## src/rtl/polar_code_len_pkg.sv

```systemverilog
// Shared polar-code constants.
//   N_MIN_LOG_DEF : lower bound nmin on log2(N)
//   N_MAX_LOG_DL  : nmax for downlink
//   N_MAX_LOG_UL  : nmax for uplink
//   RMIN_SHIFT    : log2(1/Rmin), Rmin = 1/8
package polar_code_len_pkg;
    localparam int unsigned N_MIN_LOG_DEF = 5;
    localparam int unsigned N_MAX_LOG_DL  = 9;
    localparam int unsigned N_MAX_LOG_UL  = 10;
    localparam int unsigned RMIN_SHIFT    = 3;
endpackage

```

## src/rtl/polar_code_len_ceil_log2.sv

```systemverilog
// Combinational ceil(log2(x)).
//   x_i : W-bit operand
//   y_o : smallest c with 2^c >= x; 0 for x = 0 or x = 1
module polar_code_len_ceil_log2 #(
    parameter int unsigned W = 8
) (
    input  logic [W-1:0]       x_i,
    output logic [$clog2(W):0] y_o
);
    localparam int unsigned OW = $clog2(W) + 1;

    logic [W-1:0] xm1;

    // ceil_log2(x) is the bit length of x-1.
    always_comb begin
        xm1 = x_i - W'(1);
        y_o = '0;
        if (x_i != '0) begin
            for (int unsigned i = 0; i < W; i++) begin
                if (xm1[i]) y_o = OW'(i + 1);
            end
        end
    end
endmodule

```

## src/rtl/polar_code_len.sv

```systemverilog
// Polar mother-code length selection, n = max(min(n1, n2, nmax), nmin).
//   clk_i, rst_ni     : clock, asynchronous active-low reset
//   e_i, k_i          : rate-matched length E, information length K
//   valid_i / ready_o : input handshake
//   n_log_o, n_o      : selected n and N = 2^n
//   err_o             : E = 0 or K = 0
//   valid_o / ready_i : output handshake
// Three-stage pipeline: S1 registers E/K (ceil_log2 follows), S2 holds
// c and ceil_log2(K) for n1/n2, S3 registers the clamped result.
module polar_code_len
    import polar_code_len_pkg::*;
#(
    parameter int unsigned E_W       = 15,
    parameter int unsigned K_W       = 10,
    parameter int unsigned N_MAX_LOG = N_MAX_LOG_UL,
    parameter int unsigned N_MIN_LOG = N_MIN_LOG_DEF
) (
    input  logic                 clk_i,
    input  logic                 rst_ni,
    input  logic [E_W-1:0]       e_i,
    input  logic [K_W-1:0]       k_i,
    input  logic                 valid_i,
    output logic                 ready_o,
    output logic [3:0]           n_log_o,
    output logic [N_MAX_LOG:0]   n_o,
    output logic                 err_o,
    output logic                 valid_o,
    input  logic                 ready_i
);
    localparam int unsigned CE_W = $clog2(E_W) + 1;
    localparam int unsigned CK_W = $clog2(K_W) + 1;
    localparam int unsigned PW   = ((E_W > K_W) ? E_W : K_W) + 4;
    localparam int unsigned NW   = 6;
    localparam int unsigned NOW  = N_MAX_LOG + 1;

    // Stage 1
    logic            v1_q;
    logic [E_W-1:0]  e1_q;
    logic [K_W-1:0]  k1_q;
    logic [CE_W-1:0] c1;
    logic [CK_W-1:0] ck1;

    // Stage 2
    logic            v2_q;
    logic [E_W-1:0]  e2_q;
    logic [K_W-1:0]  k2_q;
    logic [CE_W-1:0] c2_q;
    logic [CK_W-1:0] ck2_q;

    // Stage 3 (outputs)
    logic            valid_q;
    logic [3:0]      n_log_q;
    logic [NOW-1:0]  n_q;
    logic            err_q;

    logic            en1, en2, en3;
    logic [PW-1:0]   e_p, k_p, e8, e9, k16, lim;
    logic [NW-1:0]   n1, n2, nsel;
    logic            err_d;
    logic [3:0]      n_log_d;
    logic [NOW-1:0]  n_d;

    polar_code_len_ceil_log2 #(.W(E_W)) u_clog_e (.x_i(e1_q), .y_o(c1));
    polar_code_len_ceil_log2 #(.W(K_W)) u_clog_k (.x_i(k1_q), .y_o(ck1));

    // A stage may load when it is empty or its contents move on this edge.
    assign en3     = !valid_q || ready_i;
    assign en2     = !v2_q || en3;
    assign en1     = !v1_q || en2;
    assign ready_o = en1;

    always_comb begin
        e_p   = PW'(e2_q);
        k_p   = PW'(k2_q);
        e8    = e_p << RMIN_SHIFT;
        e9    = e8 + e_p;
        k16   = k_p << (RMIN_SHIFT + 1);
        lim   = '0;
        if (c2_q != '0) lim = PW'(9) << (c2_q - 1'b1);
        n1 = NW'(c2_q);
        if (c2_q != '0 && e8 <= lim && k16 < e9) n1 = NW'(c2_q) - NW'(1);
        n2 = NW'(ck2_q) + NW'(RMIN_SHIFT);
        err_d = (e2_q == '0) || (k2_q == '0);
        nsel = n1;
        if (n2 < nsel) nsel = n2;
        if (NW'(N_MAX_LOG) < nsel) nsel = NW'(N_MAX_LOG);
        if (nsel < NW'(N_MIN_LOG) || err_d) nsel = NW'(N_MIN_LOG);
        n_log_d = 4'(nsel);
        n_d     = NOW'(1) << nsel;
    end

    always_ff @(posedge clk_i or negedge rst_ni) begin
        if (!rst_ni) begin
            v1_q    <= 1'b0;
            v2_q    <= 1'b0;
            valid_q <= 1'b0;
            n_log_q <= 4'(N_MIN_LOG);
            n_q     <= NOW'(1) << N_MIN_LOG;
            err_q   <= 1'b0;
        end else begin
            if (en1) v1_q <= valid_i;
            if (en2) v2_q <= v1_q;
            if (en3) begin
                valid_q <= v2_q;
                if (v2_q) begin
                    n_log_q <= n_log_d;
                    n_q     <= n_d;
                    err_q   <= err_d;
                end
            end
        end
    end

    always_ff @(posedge clk_i) begin
        if (en1 && valid_i) begin
            e1_q <= e_i;
            k1_q <= k_i;
        end
        if (en2 && v1_q) begin
            e2_q  <= e1_q;
            k2_q  <= k1_q;
            c2_q  <= c1;
            ck2_q <= ck1;
        end
    end

    assign valid_o = valid_q;
    assign n_log_o = n_log_q;
    assign n_o     = n_q;
    assign err_o   = err_q;
endmodule

```

## config.mk

```make
export PLATFORM = sky130hd
export DESIGN_NAME = polar_code_len
export DESIGN_NICKNAME = d
export VERILOG_FILES = /design/src/rtl/polar_code_len_pkg.sv /design/src/rtl/polar_code_len_ceil_log2.sv /design/src/rtl/polar_code_len.sv
export SDC_FILE = /design/constraint.sdc
export NUM_CORES = 1
export LEC_CHECK = 0
export ABC_CLOCK_PERIOD_IN_PS = 6400
export BUFFER_PORTS_ARGS = -buffer_cell sky130_fd_sc_hd__buf_2
export CAP_MARGIN = 30
export CORE_MARGIN = 2
export CORE_UTILIZATION = 30
export DETAILED_ROUTE_END_ITERATION = 6
export MAX_ROUTING_LAYER = met4
export PLACE_DENSITY = 0.57
export SLEW_MARGIN = 20
export SYNTH_ARGS = -nofsm -noshare
export SYNTH_HDL_FRONTEND = slang
export SYNTH_SLANG_ARGS = --single-unit
```

## constraint.sdc

```tcl
create_clock -name clk_i -period 6.4 [get_ports clk_i]
set_input_delay 0.32 -clock clk_i [delete_from_list [all_inputs] [get_ports clk_i]]
set_output_delay 0.32 -clock clk_i [all_outputs]
set_load 0.005 [all_outputs]
```

Yosys cells after proc, flatten, opt, wreduce, memory -nomap -nowiden
Index checks and enable logic that the tools add are counted.
{"block": "classes", "n_eq_ne": 0, "n_mul": 0, "n_shift": 2, "div": 0, "magnitude_cmp": 5, "bitwise": 2, "muxes": 30, "reduce_logical": 22, "add_sub_neg": 6}
{"operator": "$mux 4", "count": 11}
{"operator": "$mux 3", "count": 8}
{"operator": "$mux 6", "count": 4}
{"operator": "$add 18x15->19", "count": 1}
{"operator": "$le 18x19->1", "count": 1}
{"operator": "$lt 14x19->1", "count": 1}
{"operator": "$mux 19", "count": 1}
{"operator": "$shl 4x5->19 const A", "count": 1}
{"operator": "$logic_not 15->1", "count": 1}
{"operator": "$reduce_bool 15->1", "count": 1}
{"operator": "$reduce_or 15->1", "count": 1}
{"operator": "$sub 15x1->15 const B", "count": 1}
{"operator": "$shl 1x6->11 const A", "count": 1}
{"operator": "$logic_not 10->1", "count": 1}
{"operator": "$reduce_bool 10->1", "count": 1}
{"operator": "$reduce_or 10->1", "count": 1}
{"operator": "$sub 10x1->10 const B", "count": 1}
{"operator": "$mux 2", "count": 4}
{"operator": "$add 5x2->6 const B", "count": 1}
{"operator": "$lt 4x6->1 const A", "count": 1}
{"operator": "$lt 6x3->1 const B", "count": 1}
{"operator": "$lt 6x6->1", "count": 1}
{"operator": "$sub 5x1->6 const B", "count": 1}
{"operator": "$logic_or 1x1->1", "count": 5}
{"operator": "other kinds (9)", "count": 16}
{"block": "word_totals", "regBits": 79, "mem_count": 0, "wordCells": 83, "latchBits": 0, "mem_bits_ro": 0, "ram_bits": 0, "output_inout_bits": 18}

Logic depth before layout (Yosys ltp)
Gate-level depths: netlist of the first run.
{"block": "logic_depth", "word_depth": 16, "ltp_mapped": 30, "ltp_nobuf": 30}

Cells and area by module
Synthesis of the first run repeated with hierarchy kept, for this count alone.
{"block": "unflattened", "hier_cells": 662, "area_unflattened_um2": 6173.4}
{"mod": "polar_code_len", "area_each_um2": 4938.5, "seq_area_each_um2": 2280.9, "cells_per_inst": 468, "instances": 1}
{"mod": "polar_code_len_ceil_log2 (u_clog_e)", "area_each_um2": 696.9, "seq_area_each_um2": 0.0, "cells_per_inst": 111, "instances": 1}
{"mod": "polar_code_len_ceil_log2 (u_clog_k)", "area_each_um2": 538.0, "seq_area_each_um2": 0.0, "cells_per_inst": 83, "instances": 1}

Least setup slack after synthesis of the first run
No wires, ideal clock.
{"block": "synth_timing", "kind": "reg-to-reg", "startpoint": "register e2_q[0]", "endpoint": "register n_log_q[1] (netlist: n_log_o[1])", "path_stages_with_launch": 30, "period_less_slack_ps": 5888, "arrival_time_ps": 5767, "setup_ps": 121, "n_path_buf": 0, "slack_ps": 512, "cell_sequence": "edfxtp_1 > ha_1 > inv_1 > fa_1 > nor2b_1 > o211ai_1 > a21oi_1 > o21ai_0 > nand2b_1 > a21o_1 > a21oi_1 > xor2_1 > ha_1 > nand3_1 > a2111o_1 > and3_1 > a211o_1 > o41ai_4 > nor4_1 > xnor2_1 > ha_1 > a21o_1 > a21oi_1 > nand2_1 > o31ai_1 > inv_1 > mux2i_1 > mux2i_2 > a21oi_2 > a22o_1"}
{"block": "synth_via", "elab_chain_len": 11}
{"element": "start: declaration", "line_no": "polar_code_len.sv:45", "rtl": "logic [E_W-1:0] e2_q;"}
{"element": "start signal: assignment", "line_no": "polar_code_len.sv:120", "rtl": "e2_q <= e1_q;"}
{"element": "$add 18x15->19 or $le 18x19->1 (tied branches)", "line_no": "polar_code_len.sv:76, polar_code_len.sv:81"}
{"element": "$lt 14x19->1 or $logic_and 1x1->1 (tied branches)", "line_no": "polar_code_len.sv:81", "rtl": "if (c2_q != '0 && e8 <= lim && k16 < e9) n1 = NW'(c2_q) - NW'(1);"}
{"element": "$logic_and 1x1->1", "line_no": "polar_code_len.sv:81"}
{"element": "$mux 6", "line_no": "polar_code_len.sv:81"}
{"element": "$lt 6x6->1", "line_no": "polar_code_len.sv:85", "rtl": "if (n2 < nsel) nsel = n2;"}
{"element": "$mux 6", "line_no": "polar_code_len.sv:85"}
{"element": "$lt 4x6->1", "line_no": "polar_code_len.sv:86", "rtl": "if (NW'(N_MAX_LOG) < nsel) nsel = NW'(N_MAX_LOG);"}
{"element": "$mux 6", "line_no": "polar_code_len.sv:86"}
{"element": "$lt 6x3->1", "line_no": "polar_code_len.sv:87", "rtl": "if (nsel < NW'(N_MIN_LOG) || err_d) nsel = NW'(N_MIN_LOG);"}
{"element": "$logic_or 1x1->1", "line_no": "polar_code_len.sv:87"}
{"element": "$mux 6 (*)", "line_no": "polar_code_len.sv:87"}
{"element": "end signal: assignment", "line_no": "polar_code_len.sv:97", "rtl": "n_log_q <= 4'(N_MIN_LOG);"}
{"element": "end signal: assignment", "line_no": "polar_code_len.sv:106", "rtl": "n_log_q <= n_log_d;"}
{"element": "end: declaration", "line_no": "polar_code_len.sv:52", "rtl": "logic [3:0] n_log_q;"}
Every way passes the cells marked *; elsewhere a longest branch is shown, timed or not.
A chain may end at the register's enable or synchronous reset.

Final worst setup path of the first run
Same ends and word-level chain as after synthesis.

==> flow_summary.toml, run 1 <==
[outcome]
outcome = "completed"

[pwr]
p_leak_nw = 2.50
p_per_area_nw_per_um2 = 249
vdd_drop_max_mv = 0.172

[synth]
synthFlopType = "edfxtp_1"
syn_avg_cell_area_um2 = 9.68
synth_cells = 558
synth-edff-count = 58
synth.cell_area_um2 = 5400
yosys_warnings = 0
yosysSeqAreaShare = 0.411
synth.distinct_cells = 74
async_flop_share = 0.247
ys_seq_elements = 77
synth_nets = 641

[global_route]
antenna_found_initial = 0
grt_max_degree = 34
grt_pass1_wl_um = 20000
grt_pass1_vias = 4240
grt_overflow = 0
grt_util_all_layers = 0.129

[cts]
clkSinkCount = 77
cts_buffer_depth = 2
clk_pin_slew_ps = 70
cts_max_level = 3
tritoncts = "built"
cts_made_buffers = 9
clockRootBuffer = "clkbuf_16"
clk_latency_ps = 330

[setup_path]
cp_common_cell = "a21oi_1"
required_ps = 6630
critPathLaunchType = "register"
cpPeakStageDelay_ps = 430
crit_path_end_kind = "register"
slowest_stage = "edfxtp_1"
startpoint = "e2_q[0]$_DFFE_PP_"
cp_max_fo = 9
worst_ep_arrival_time_ps = 6270
rr_startpoint = "e2_q[0]$_DFFE_PP_"
path_class = "register to register"

[sta]
setup_ws_ps = 361
fin_crit_sh = 0.944
finalClockSkew_ps = 8.74
hold_viol = 0
min_period_ps = 6040
tns_ps = 0
drv_slew = 0
max_slew_margin = 0.603
setup_viol_count_final = 0
worst_pin_slew_ps = 590
fmaxAchievable_mhz = 166
whs_ps = 162

[die]
die-width_um = 138
start_util = 0.303
die_y_um = 138
row_count = 49
ios = 47
die_area_um2 = 19100
coreArea_um2 = 17800

[min_path]
hp-class = "primary input to register"
hp-start = "e_i[11]"

[detailed_routing]
vias_per_cell = 5.25
drtIter0Drc = 296
drc_errors = 0
firstDrtPassIters = 7
drtAntennaViolNets = 0
wire_per_inst_um = 14.4
via_count = 4474
drt-total-wl_um = 12300

[placement]
place_hpwl_um = 9380
place_ws_ps = 188
routabilityCongestion = 0.950
portBuffers = 46
placedInstanceArea_um2 = 5900

[finish]
multi_input_area_um2 = 3050
fin_nets = 701
register_area_um2 = 2220
antenna_cells = 0
postLayoutCellArea_um2 = 6290
drive_gt1_frac = 0.162
area_growth_pct = 16.4
fin_util = 0.352
fillers = 1796

[flow_run]
drv_cap = 0
==> metrics by stage <==
step / total power, mW / instances
4_1_cts: 1.56 / 844
3_5_place_dp: 1.06 / 827
3_3_place_gp: 1.05 / 826
2_1_floorplan: 0.947 / 558
5_1_grt: 1.66 / 852
6_report: 1.56 / 852
==> state kept, by name, summed over array words and instances (netlist names), 4 cells and up <==
name     flops
e1_q        15
e2_q        15
n_o         11
k1_q        10
k2_q        10
c2_q         4
ck2_q        4
n_log_o      4
==> layout by cell type (no fill, tap or decap), drive strengths merged, types with 6 or more instances in the layout <==
cell type	Yosys	final
nand3	20	20
a21oi	41	41
inv	27	30
or3	6	6
nand2	52	52
o21ai	29	29
buf	3	57
nor4	10	10
xnor2	9	9
xor2	11	11
ha	53	53
clkbuf	7	12
edfxtp	58	58
nand2b	15	15
a31oi	14	14
dfrtp	16	16
nor2b	9	9
a22o	6	6
nor3	25	25
and2	9	9
nor2	48	48
a21o	9	9
==> what timing repair did <==
action,in CTS,in global routing
setup endpoints to repair,0,8
resized for setup,0,7
buffers inserted,0,7
endpoints found under the hold margin,16,0
hold buffers,1,0
==> layout make-up <==
class	instances	area share
timing repair buffer	59	0.0539
inverter	27	0.0161
tap	229	0.0456
clock inverter	5	0.00617
sequential	77	0.353
clock buffer	11	0.0406
multi-input combinational	444	0.484
==> worst max-delay path, delay by kind of cell, from the launching register on <==
kind / cells / cell delay (ps)
adders and majority gates: 4 / 930
buffers and inverters: 2 / 280
xor gates and xnor gates: 2 / 220
AOI/OAI and AO/OA: 13 / 2710
and+or+nand+nor: 7 / 750
DFF: 1 / 430
muxes: 2 / 600
==> power breakdown <==
group / internal, mW / switching [mW] / leakage (nW) / total, mW
Clock: 0.291 / 0.201 / 0.149 / 0.492
Combinational: 0.187 / 0.231 / 1.57 / 0.418
Sequential: 0.600 / 0.0538 / 0.787 / 0.653
==> Yosys cell counts (5+ instances only) <==
cell type  number  area (um2)
dfrtp_1        16         400
and2_1          9        56.3
xnor2_1         9        78.8
nor4_1         10        62.6
a31oi_1        14        87.6
nor2_1         48         180
o21ai_0        28         140
a21o_1          9        67.6
nor3_1         24         120
a21oi_1        38         190
edfxtp_1       58        1740
inv_1          27         101
a22o_1          6        52.6
nor2b_1         9        56.3
ha_1           53         663
nand2_1        52         195
or3_1           5        31.3
o32a_1          5        50.1
xor2_1         11        96.3
nand2b_1       15        93.8
nand3_1        20         100
clkbuf_1        7        26.3
==> routing by layer <==
metal / vias up / wire, um / track usage
li1: 2222 / - / -
met1: 2119 / 5490 / 0.162
met2: 113 / 6060 / 0.211
met3: 20 / 443 / 0.0166
met4: 0 / 264 / 0.0569
met5: - / 0 / -
==> logic make-up after synthesis <==
group | share of synthesized area
simple gates | 0.197
compound gates | 0.192
flops | 0.411
fa+ha+maj | 0.126
buf+inv | 0.0285
xor+xnor | 0.0324
mux | 0.0120
other cells | 0.000694
==> worst paths after layout <==
path / end / slack [ps] / depth (start not counted)
setup / recovery: n_log_o[1]$_DFFE_PN0P_ / 360 / 30
hold / removal: e1_q[11]$_DFFE_PP_ / 160 / 1
setup reg to reg: n_log_o[1]$_DFFE_PN0P_ / 360 / 30
hold reg to reg: n_log_o[3]$_DFFE_PN0P_ / 480 / 1
max in group asynchronous: n_log_o[2]$_DFFE_PN1P_ / 5620 / 2
min in group asynchronous: n_o[8]$_DFFE_PN0P_ / 450 / 2
Note: power is estimated with default switching activity, not from simulation.
==> run 2: changes to the inputs <==
Settings changed: PLACE_DENSITY 0.57 to 0.46.
==> run 2 against run 1 <==
  * Clock power rose by 7.9%
  * Register-to-register slack lost 30 ps
  * Non-clock buffer count grew 2
  * Final cell count up 0.23%
  * Clock skew is 2.2 ps lower
==> flow_summary.toml, run 2 (same netlist as run 1, synthesis figures left out) <==
[outcome]
outcome = "completed"

[cts]
clk_latency_ps = 330
cts_buffer_depth = 2
cts_max_level = 3
cts_made_buffers = 9
clockRootBuffer = "clkbuf_16"
clkSinkCount = 77
tritoncts = "built"
clk_pin_slew_ps = 60

[finish]
layout_common_cells = "58 x edfxtp_1, 52 x ha_1, 51 x nand2_1"
antenna_cells = 0
drive_gt1_frac = 0.165
fin_cells = 854
fin_nets = 703
final_common_cell = "edfxtp_1"
area_growth_pct = 17.9

[setup_path]
cpPeakStageDelay_ps = 410
slowest_stage = "o41ai_4"
worst_ep_arrival_time_ps = 6330
cp_max_fo = 6
crit_path_end_kind = "register"
required_ps = 6670
path_class = "register to register"
critPathLaunchType = "register"
cp_common_cell = "a21oi_1"
path_delay_family = "compound AO/OA/AOI/OAI gates"
path_buf_inv = 2

[detailed_routing]
drc_errors = 0
drtAntennaViolNets = 0
drtIter0Drc = 349
drt-total-wl_um = 12700
wire_per_inst_um = 14.9
firstDrtPassIters = 4
vias_per_cell = 5.16
via_count = 4409

[die]
start_util = 0.303
die-width_um = 138
coreArea_um2 = 17800
ios = 47
row_count = 49
die_area_um2 = 19100
die_y_um = 138

[pwr]
vdd_drop_max_mv = 0.119
seq_power_share = 0.403
p_per_area_nw_per_um2 = 255
p_leak_nw = 2.52
combPwrFrac = 0.269
netSwitchingPower_uw = 486
power.total_mw = 1.62
clkPwrFrac = 0.328
sw_frac_of_total = 0.300
p_int_mw = 1.14

[global_route]
grt_pass1_vias = 4359
grt_overflow = 0
grt_util_all_layers = 0.138
grt_max_degree = 34
antenna_found_initial = 0
grt_pass1_wl_um = 21300

[placement]
portBuffers = 46
place_inst = 830
routabilityCongestion = 0.862
place_hpwl_um = 9960

[sta]
hold_viol = 0
finalClockSkew_ps = 6.54
fmaxAchievable_mhz = 165
drv_slew = 0
fin_crit_sh = 0.948
min_period_ps = 6070
max_slew_margin = 0.621
worst_pin_slew_ps = 566
setup_viol_count_final = 0
rsz0062_at_grt = "true"
tns_ps = 0

[flow_run]
drv_cap = 0

[min_path]
hp-class = "primary input to register"
[run 2: cell count changes in the layout (fill, tap and decap cells not counted), sizes merged]
cell / delta
buf: +3
bufinv: +2
clkbuf: -2
clkinv: -1
clkinvlp: +3
inv: -3
[run 2: stage by stage]
step                worst slack, ps  instance area (um2)   util  hold slack [ps]
CTS                             111                 6250  0.351              153
detailed placement              118                 5930  0.332              288
global route                  -73.6                 6370  0.357              147
floorplan                       512                 5400      -             24.4
global placement                332                 5910  0.331              271
finish                          334                 6370  0.357              167
[run 2: repair_timing]
| action | in CTS | in global routing |
|---|---|---|
| buffers inserted | 0 | 7 |
| endpoints found under the hold margin | 16 | 0 |
| setup endpoints to repair | 0 | 10 |
| hold buffers | 1 | 0 |
| resized for setup | 0 | 12 |
[run 2: power by group through the flow]
stage / logic [mW] / registers (mW) / clock network (mW)
3_3_place_gp: 0.395 / 0.663 / 0
2_1_floorplan: 0.304 / 0.643 / 0
4_1_cts: 0.407 / 0.655 / 0.547
6_report: 0.436 / 0.654 / 0.531
5_1_grt: 0.489 / 0.663 / 0.570
3_5_place_dp: 0.404 / 0.665 / 0
[run 2: worst paths after layout]
kind | slack (ps) | cells past startpoint | start | end
min reg2reg | 470 | 1 | n_o[10]$_DFFE_PN0P_ | n_o[10]$_DFFE_PN0P_
min | 170 | 1 | k_i[3] | k1_q[3]$_DFFE_PP_
min in group asynchronous | 470 | 2 | rst_ni | n_o[6]$_DFFE_PN0P_
max | 330 | 29 | e2_q[3]$_DFFE_PP_ | n_o[10]$_DFFE_PN0P_
max in group asynchronous | 5600 | 2 | rst_ni | n_log_o[0]$_DFFE_PN1P_
max reg2reg | 330 | 29 | e2_q[3]$_DFFE_PP_ | n_o[10]$_DFFE_PN0P_
[run 2: area by class of cell]
type                            count  area [um2]
Clock inverter                      6        87.6
Timing Repair Buffer               61         357
Fill cell                        1768       11500
Tap cell                          229         287
Sequential cell                    77        2220
Multi-Input combinational cell    444        3090
Inverter                           27         101
Clock buffer                       10         229
[run 2: per-layer routing]
layer,wire (um),global-route usage,share of wire
met5,0,-,0
met4,197,0.0440,0.015
met3,406,0.0222,0.032
met2,5980,0.216,0.47
met1,6170,0.185,0.48
